`config.mk`:
```
export PLATFORM = sky130hd
export DESIGN_NAME = event_encoder
export DESIGN_NICKNAME = d
export VERILOG_FILES = /design/src/rtl/event_enc_pkg.sv /design/src/rtl/prio_select.sv /design/src/rtl/event_encoder.sv
export SDC_FILE = /design/constraint.sdc
export NUM_CORES = 1
export LEC_CHECK = 0
export ABC_AREA = 1
export BUFFER_PORTS_ARGS = -buffer_cell sky130_fd_sc_hd__buf_2
export CORE_MARGIN = 2
export CORE_UTILIZATION = 56
export CTS_CLUSTER_SIZE = 14
export DETAILED_ROUTE_END_ITERATION = 10
export PLACE_DENSITY_LB_ADDON = 0.15
export SETUP_SLACK_MARGIN = 0.05
export SLEW_MARGIN = 20
export SYNTH_ARGS = -nofsm -noshare
export SYNTH_HDL_FRONTEND = slang
export SYNTH_HIERARCHICAL = 1
export SYNTH_SLANG_ARGS = --single-unit
```
`constraint.sdc`:
```
create_clock -name clk -period 6.9 [get_ports clk]
set_input_delay 0.69 -clock clk [delete_from_list [all_inputs] [get_ports clk]]
set_output_delay 0.69 -clock clk [all_outputs]
set_load 0.01 [all_outputs]
```
`src/rtl/event_enc_pkg.sv`:
```
// Shared constants and helpers for the event encoder and its selector.
// Selection modes plus the index-width helper used to size ports.
package event_enc_pkg;

    localparam int MODE_FIXED = 0;
    localparam int MODE_RR    = 1;

    function automatic int idx_width(input int n);
        return (n > 1) ? $clog2(n) : 1;
    endfunction

endpackage

```
`src/rtl/prio_select.sv`:
```
// Combinational first-set-bit search over a request vector.
// The search starts at a rotating base, or at index 0 in fixed-priority mode.
module prio_select
    import event_enc_pkg::*;
#(
    parameter int  N    = 8,
    parameter int  MODE = MODE_FIXED,
    localparam int W    = idx_width(N)
) (
    input  logic [N-1:0] vec,
    input  logic [W-1:0] start,
    output logic         found,
    output logic [W-1:0] idx
);

    logic [W-1:0] base;
    logic [W:0]   pos;

    assign base = (MODE == MODE_RR) ? start : '0;

    // One extra bit on pos lets base+k exceed N before the wrap back into range.
    always_comb begin
        found = 1'b0;
        idx   = '0;
        pos   = '0;
        for (int k = 0; k < N; k++) begin
            pos = {1'b0, base} + (W+1)'(k);
            if (pos >= (W+1)'(N)) begin
                pos = pos - (W+1)'(N);
            end
            if (!found && vec[pos[W-1:0]]) begin
                found = 1'b1;
                idx   = pos[W-1:0];
            end
        end
    end

endmodule

```
`src/rtl/event_encoder.sv`:
```
// Latches event lines as pending bits and streams their indices out over valid/ready.
// Selection is either fixed priority or round robin, depending on MODE.
module event_encoder
    import event_enc_pkg::*;
#(
    parameter int  N    = 8,
    parameter int  MODE = MODE_FIXED,
    localparam int W    = idx_width(N)
) (
    input  logic         clk,
    input  logic         rst,
    input  logic [N-1:0] req,
    input  logic         out_ready,
    output logic         out_valid,
    output logic [W-1:0] out_idx,
    output logic [N-1:0] pending,
    output logic [W:0]   pend_cnt,
    output logic         overrun
);

    logic [N-1:0] pending_q, pending_d;
    logic         out_valid_q, out_valid_d;
    logic [W-1:0] out_idx_q, out_idx_d;
    logic [W-1:0] ptr_q, ptr_d;
    logic [W:0]   pend_cnt_q, pend_cnt_d;
    logic         overrun_q, overrun_d;

    logic [N-1:0] p_vec;
    logic         load;
    logic         sel_found;
    logic [W-1:0] sel_idx;

    assign p_vec = pending_q | req;
    assign load  = !out_valid_q || out_ready;

    prio_select #(
        .N    (N),
        .MODE (MODE)
    ) u_select (
        .vec   (p_vec),
        .start (ptr_q),
        .found (sel_found),
        .idx   (sel_idx)
    );

    always_comb begin
        pending_d   = p_vec;
        out_valid_d = out_valid_q;
        out_idx_d   = out_idx_q;
        ptr_d       = ptr_q;
        overrun_d   = |(req & pending_q);
        if (load) begin
            out_valid_d = sel_found;
            if (sel_found) begin
                out_idx_d = sel_idx;
                pending_d = p_vec & ~(N'(1) << sel_idx);
                ptr_d     = (sel_idx == W'(N - 1)) ? '0 : sel_idx + W'(1);
            end
        end
    end

    // Count from the next-state vector so pend_cnt lands in the same edge as pending.
    always_comb begin
        pend_cnt_d = '0;
        for (int i = 0; i < N; i++) begin
            pend_cnt_d = pend_cnt_d + (W+1)'(pending_d[i]);
        end
    end

    always_ff @(posedge clk) begin
        if (rst) begin
            pending_q   <= '0;
            out_valid_q <= 1'b0;
            out_idx_q   <= '0;
            ptr_q       <= '0;
            pend_cnt_q  <= '0;
            overrun_q   <= 1'b0;
        end else begin
            pending_q   <= pending_d;
            out_valid_q <= out_valid_d;
            out_idx_q   <= out_idx_d;
            ptr_q       <= ptr_d;
            pend_cnt_q  <= pend_cnt_d;
            overrun_q   <= overrun_d;
        end
    end

    assign out_valid = out_valid_q;
    assign out_idx   = out_idx_q;
    assign pending   = pending_q;
    assign pend_cnt  = pend_cnt_q;
    assign overrun   = overrun_q;

endmodule

```
# After elaboration in Yosys (flattened, before gate mapping)

Cells that the tools add are included.

Muxes and demuxes: 17
Shifts and indexed selects: 1
Reductions and logical operators: 18
Bitwise logic cells: 4
Add/subtract/negate cells: 7

Operators with widths:

| operator                                                          | number |
|---|---|
| 3-bit two-way mux                                                 | 6 |
| 4-bit by 1-bit adder with 4-bit output                            | 4 |
| 8-bit bitwise AND                                                 | 2 |
| 8-bit two-way mux                                                 | 2 |
| 1-bit two-way mux                                                 | 9 |
| 1-bit logical NOT                                                 | 8 |
| 8-bit NOT                                                         | 1 |
| 8-bit bitwise OR                                                  | 1 |
| 8-bit OR reduction                                                | 1 |
| 1-bit by 3-bit left shift with 8-bit output, first input constant | 1 |
| 1-bit logical AND                                                 | 7 |
| 3-bit by 1-bit adder with 4-bit output                            | 1 |
| 2-bit by 1-bit adder with 3-bit output                            | 1 |
| 1-bit by 1-bit adder with 2-bit output                            | 1 |
| 2-bit AND reduction                                               | 1 |
| 1-bit logical OR                                                  | 1 |

Output and inout bits: 17
Register bits: 17
Bits of input ports: 11
Logic and storage cells: 52

# Logic depth before layout (Yosys ltp)

Depth in word-level cells: 35
Mapped depth: 21
Mapped depth without buffers: 21

# By module

The synthesis kept the hierarchy.

Modules (own cells, without submodules):

| module        | area an instance (sq um) | cells each | instances | sequential area each (sq um) |
|---|---|---|---|---|
| event_encoder | 1046.0                   | 140        | 1         | 400.4 |
| prio_select   | 107.6                    | 22         | 1         | 0.0 |

# Worst setup path after synthesis

Ideal clock, no wire load.

Path kind: input port to flip-flop
From: in req[3]
To: reg pend_cnt_q[2] (netlist: pend_cnt[2])
Path slack: 2.470 ns
Required time: 6.783 ns
Arrival time: 4.312 ns
Buffers on the path: 0
Library setup time: 0.117 ns
Cell stages on the path: 19
Cell sequence: or2_2 nor2_2 nand4_2 nor2_2 nand2_1 nand2_1 ha_1 ha_1 inv_1 o21ai_0 inv_1 fa_1 fa_1 fa_1 ha_1 inv_1 fa_1 xor2_1 nor2_1

Elaborated cells on any way between the ends: 32
Those cells by class: 7 x add/sub; 1 x shift; 12 x mux; 3 x bitwise; 9 x reduce/logical

RTL lines:

| item                                                   | line                | RTL |
|---|---|---|
| start, declared                                        | event_encoder.sv:12 | `input logic [N-1:0] req,` |
| 8-bit bitwise OR *                                     | event_encoder.sv:33 | `assign p_vec = pending_q \| req;` |
| 1-bit logical AND *                                    | prio_select.sv:31   | `if (!found && vec[pos[W-1:0]]) begin` |
| 1-bit two-way mux                                      | prio_select.sv:31   |  |
| 1-bit logical NOT                                      | prio_select.sv:31   |  |
| 1-bit logical AND                                      | prio_select.sv:31   |  |
| 1-bit two-way mux                                      | prio_select.sv:31   |  |
| 1-bit logical NOT                                      | prio_select.sv:31   |  |
| 1-bit logical AND                                      | prio_select.sv:31   |  |
| [... 7 more ...]                                       | --                  |  |
| net sel_idx[0]                                         | event_encoder.sv:31 | `logic [W-1:0] sel_idx;` |
| 1-bit by 3-bit left shift with 8-bit output *          | event_encoder.sv:56 | `pending_d = p_vec & ~(N'(1) << sel_idx);` |
| 8-bit NOT *                                            | event_encoder.sv:56 |  |
| 8-bit bitwise AND *                                    | event_encoder.sv:56 |  |
| 8-bit two-way mux *                                    | event_encoder.sv:54 | `if (sel_found) begin` |
| 8-bit two-way mux *                                    | event_encoder.sv:52 | `if (load) begin` |
| net pending_d[3]                                       | event_encoder.sv:21 | `logic [N-1:0] pending_q, pending_d;` |
| 3-bit by 1-bit adder with 4-bit output *               | event_encoder.sv:66 | `pend_cnt_d = pend_cnt_d + (W+1)'(pending_d[i]);` |
| 4-bit by 1-bit adder with 4-bit output * (4 in series) | event_encoder.sv:66 |  |
| end signal, assigned                                   | event_encoder.sv:83 | `pend_cnt_q <= pend_cnt_d;` |
| end, declared                                          | event_encoder.sv:25 | `logic [W:0] pend_cnt_q, pend_cnt_d;` |

The timed path passes the listed nets; every way through them passes the cells marked *.
A chain may end at the register's enable or synchronous reset.

# Final worst setup path

From: in req[3]
To: reg pend_cnt_q[2] (netlist: pend_cnt[2])

Elaborated cells on any way between the ends: 32
Those cells by class: 7 x add/sub; 1 x shift; 12 x mux; 3 x bitwise; 9 x reduce/logical

RTL lines:

| item                                                   | line                | RTL |
|---|---|---|
| 8-bit bitwise OR *                                     | event_encoder.sv:33 |  |
| net p_vec[3]                                           | event_encoder.sv:28 | `logic [N-1:0] p_vec;` |
| 1-bit logical AND *                                    | prio_select.sv:31   |  |
| 1-bit two-way mux                                      | prio_select.sv:31   |  |
| 1-bit logical NOT                                      | prio_select.sv:31   |  |
| 1-bit logical AND                                      | prio_select.sv:31   |  |
| 1-bit two-way mux                                      | prio_select.sv:31   |  |
| 1-bit logical NOT                                      | prio_select.sv:31   |  |
| [... 8 more ...]                                       | --                  |  |
| net sel_idx[1]                                         | event_encoder.sv:31 |  |
| 1-bit by 3-bit left shift with 8-bit output *          | event_encoder.sv:56 |  |
| 8-bit NOT *                                            | event_encoder.sv:56 |  |
| 8-bit bitwise AND *                                    | event_encoder.sv:56 |  |
| 8-bit two-way mux *                                    | event_encoder.sv:54 |  |
| 8-bit two-way mux *                                    | event_encoder.sv:52 |  |
| net pending_d[3]                                       | event_encoder.sv:21 |  |
| 3-bit by 1-bit adder with 4-bit output *               | event_encoder.sv:66 |  |
| 4-bit by 1-bit adder with 4-bit output * (4 in series) | event_encoder.sv:66 |  |

Marks and branches as above.

==> flow_summary.yaml <==
power:
  leakagePower_nw: 0.701
  finalPower_uw: 269
  power_density_nw_per_um2: 221
  max-vdd-ir-drop_uv: 188
timing:
  clock.fmax_ghz: 0.218
  setup_tns_ns: 0
  slew_viol_final: 0
  rsz0062_at_grt: "no"
  period_share_pct: 66.4
  clock_skew_ns: 0.00144
  tightest_slew_ns: 0.696
  setup_viol: 0
  post-route-min-period_ns: 4.59
  final_hold_viol_count: 0
  relSlewSlack_pct: 53.0
clocking:
  numClockSinks: 17
  cts_setup_buffers: 0
  clk_latency_ns: 0.29
  cts_made_buffers: 3
  cts_resized: 0
  cts_root_buf: "clkbuf_4"
  cts.path.max_buffers: 2
  postCtsHoldBufs: 0
  h-tree-depth: 1
  clk_pin_slew_ns: 0.09
  cts_tree: "done"
worst_setup_path:
  reg2reg_to: "pend_cnt[2]"
  r2r_slack_ns: 2.47
  reg2reg_depth: 19
  path_class: "input port to flop"
  crit_required_ns: 7.08
  cp.arrival_ns: 4.76
  r2r-start: "pending[3]"
  path_max_fanout: 4
  endpoint_kind: "flop"
  worstSetupStartpointType: "input port"
  crit_path_start: "req[3]"
floorplanning:
  die_w_um: 47.2
  initial_core_util_pct: 59.8
  core-area_um2: 1750
  die_h_um: 47.2
  placementRows: 15
  die_area_um2: 2220
  io_pins: 28
detailed_routing:
  drtPass1Iterations: 4
  via_count: 938
  ant_nets: 0
  drcViolationCount: 0
  dr.first_iter.drc_count: 16
  drt-wirelength-per-cell_um: 10.4
  vias_per_cell: 4.71
  routed_wl_mm: 2.07
worst_hold_path:
  whs_endpoint: "out_idx[2]"
  min-delay-start: "out_idx[2]"
  min_path_cells: 2
  min_path_type: "flop to flop"
cells_and_area:
  fin_cells: 199
  finalCoreUtilization_pct: 69.8
  nNetsFinal: 199
  drive_gt1_share_pct: 24.7
  antenna_cells: 0
  final_common_cell: "nand2_1"
  final_area_um2: 1220
  syn2layout_area_growth_pct: 16.8
  layout_common_cells: "nand2_1, inv_1, nor2_1, buf_2, dfxtp_1"
run_status:
  status: "finished, final reports clean"
placement:
  dp.cells: 195
  place_area_um2: 1190
  place.gp.congestion: 0.836
  portBuffers: 27
  dp_hpwl_mm: 1.61
synth:
  syn-num-nets: 170
  synth_cells: 146
  yosysWarningCount: 6
  avgSynthCellArea_um2: 7.15
  netlist_area_um2: 1040
global_routing:
  grt_overflow_total: 0
  antenna_found_initial: 0
  grt_first_pass_wirelength_mm: 3.19
  grt_start_max_net_pins: 15
  grtUsageTotal_pct: 21.4
  grt_pass1_vias: 823
run:
  cap_violations: 0
==> stage by stage <==
| step | hold WS (ns) | worst slack [ns] |
|---|---|---|
| finish | 0.498 | 2.32 |
| global route | 0.527 | 2.06 |
| CTS | 0.498 | 2.33 |
| detailed placement | 0.480 | 2.04 |
| global placement | 0.465 | 2.18 |
| floorplan | 0.510 | 2.49 |
==> registers in the layout, indices dropped and copies added (netlist names) <==
signal	flops
pending	8
pend_cnt	4
out_valid	1
overrun	1
out_idx	3
==> report_power, final <==
| group | leakage, nW | internal (mW) | switching (mW) |
|---|---|---|---|
| Sequential | 0.142 | 0.112 | 0.00412 |
| Combinational | 0.544 | 0.0426 | 0.0579 |
| Clock | 0.0150 | 0.0225 | 0.0301 |
| Total | 0.701 | 0.177 | 0.0921 |
==> worst max path at each step <==
stage / endpoint / slack, ns
after floorplan: pend_cnt[2] / 2.49
after global placement: pend_cnt[2] / 2.18
after detailed placement: pend_cnt[2] / 2.04
after CTS: pend_cnt[2] / 2.33
after global routing: pend_cnt[2] / 2.06
final: pend_cnt[2] / 2.32
==> metal layers <==
layer	wire [um]	track usage, %	up-vias
li1	-	-	489
met1	951	24.1	417
met2	965	36.4	28
met3	97	3.85	4
met4	53	14.4	0
met5	0	0	-
==> cell type report <==
type	instances	area, um^2
clock buffers	4	26.3
flip-flops and latches	17	340
fillers	160	527
well taps	25	31.3
inverters	28	105
repair buffers	27	135
multi-input cells	98	581
==> critical path, cell delays in order <==
cell and delay, ns:
buf_2 0.10, or2_2 0.30, nor2_2 0.17, nand4_2 0.14, nor2_2 0.13, nand2_1 0.09, nand2_1 0.15, ha_1 0.21
ha_1 0.15, inv_1 0.03, o21ai_0 0.21, inv_1 0.09, fa_1 0.47, fa_1 0.49, fa_1 0.52, ha_1 0.19
inv_1 0.06, fa_1 0.37, xor2_1 0.14, nor2_1 0.06
(Power assumes the default switching activity.)
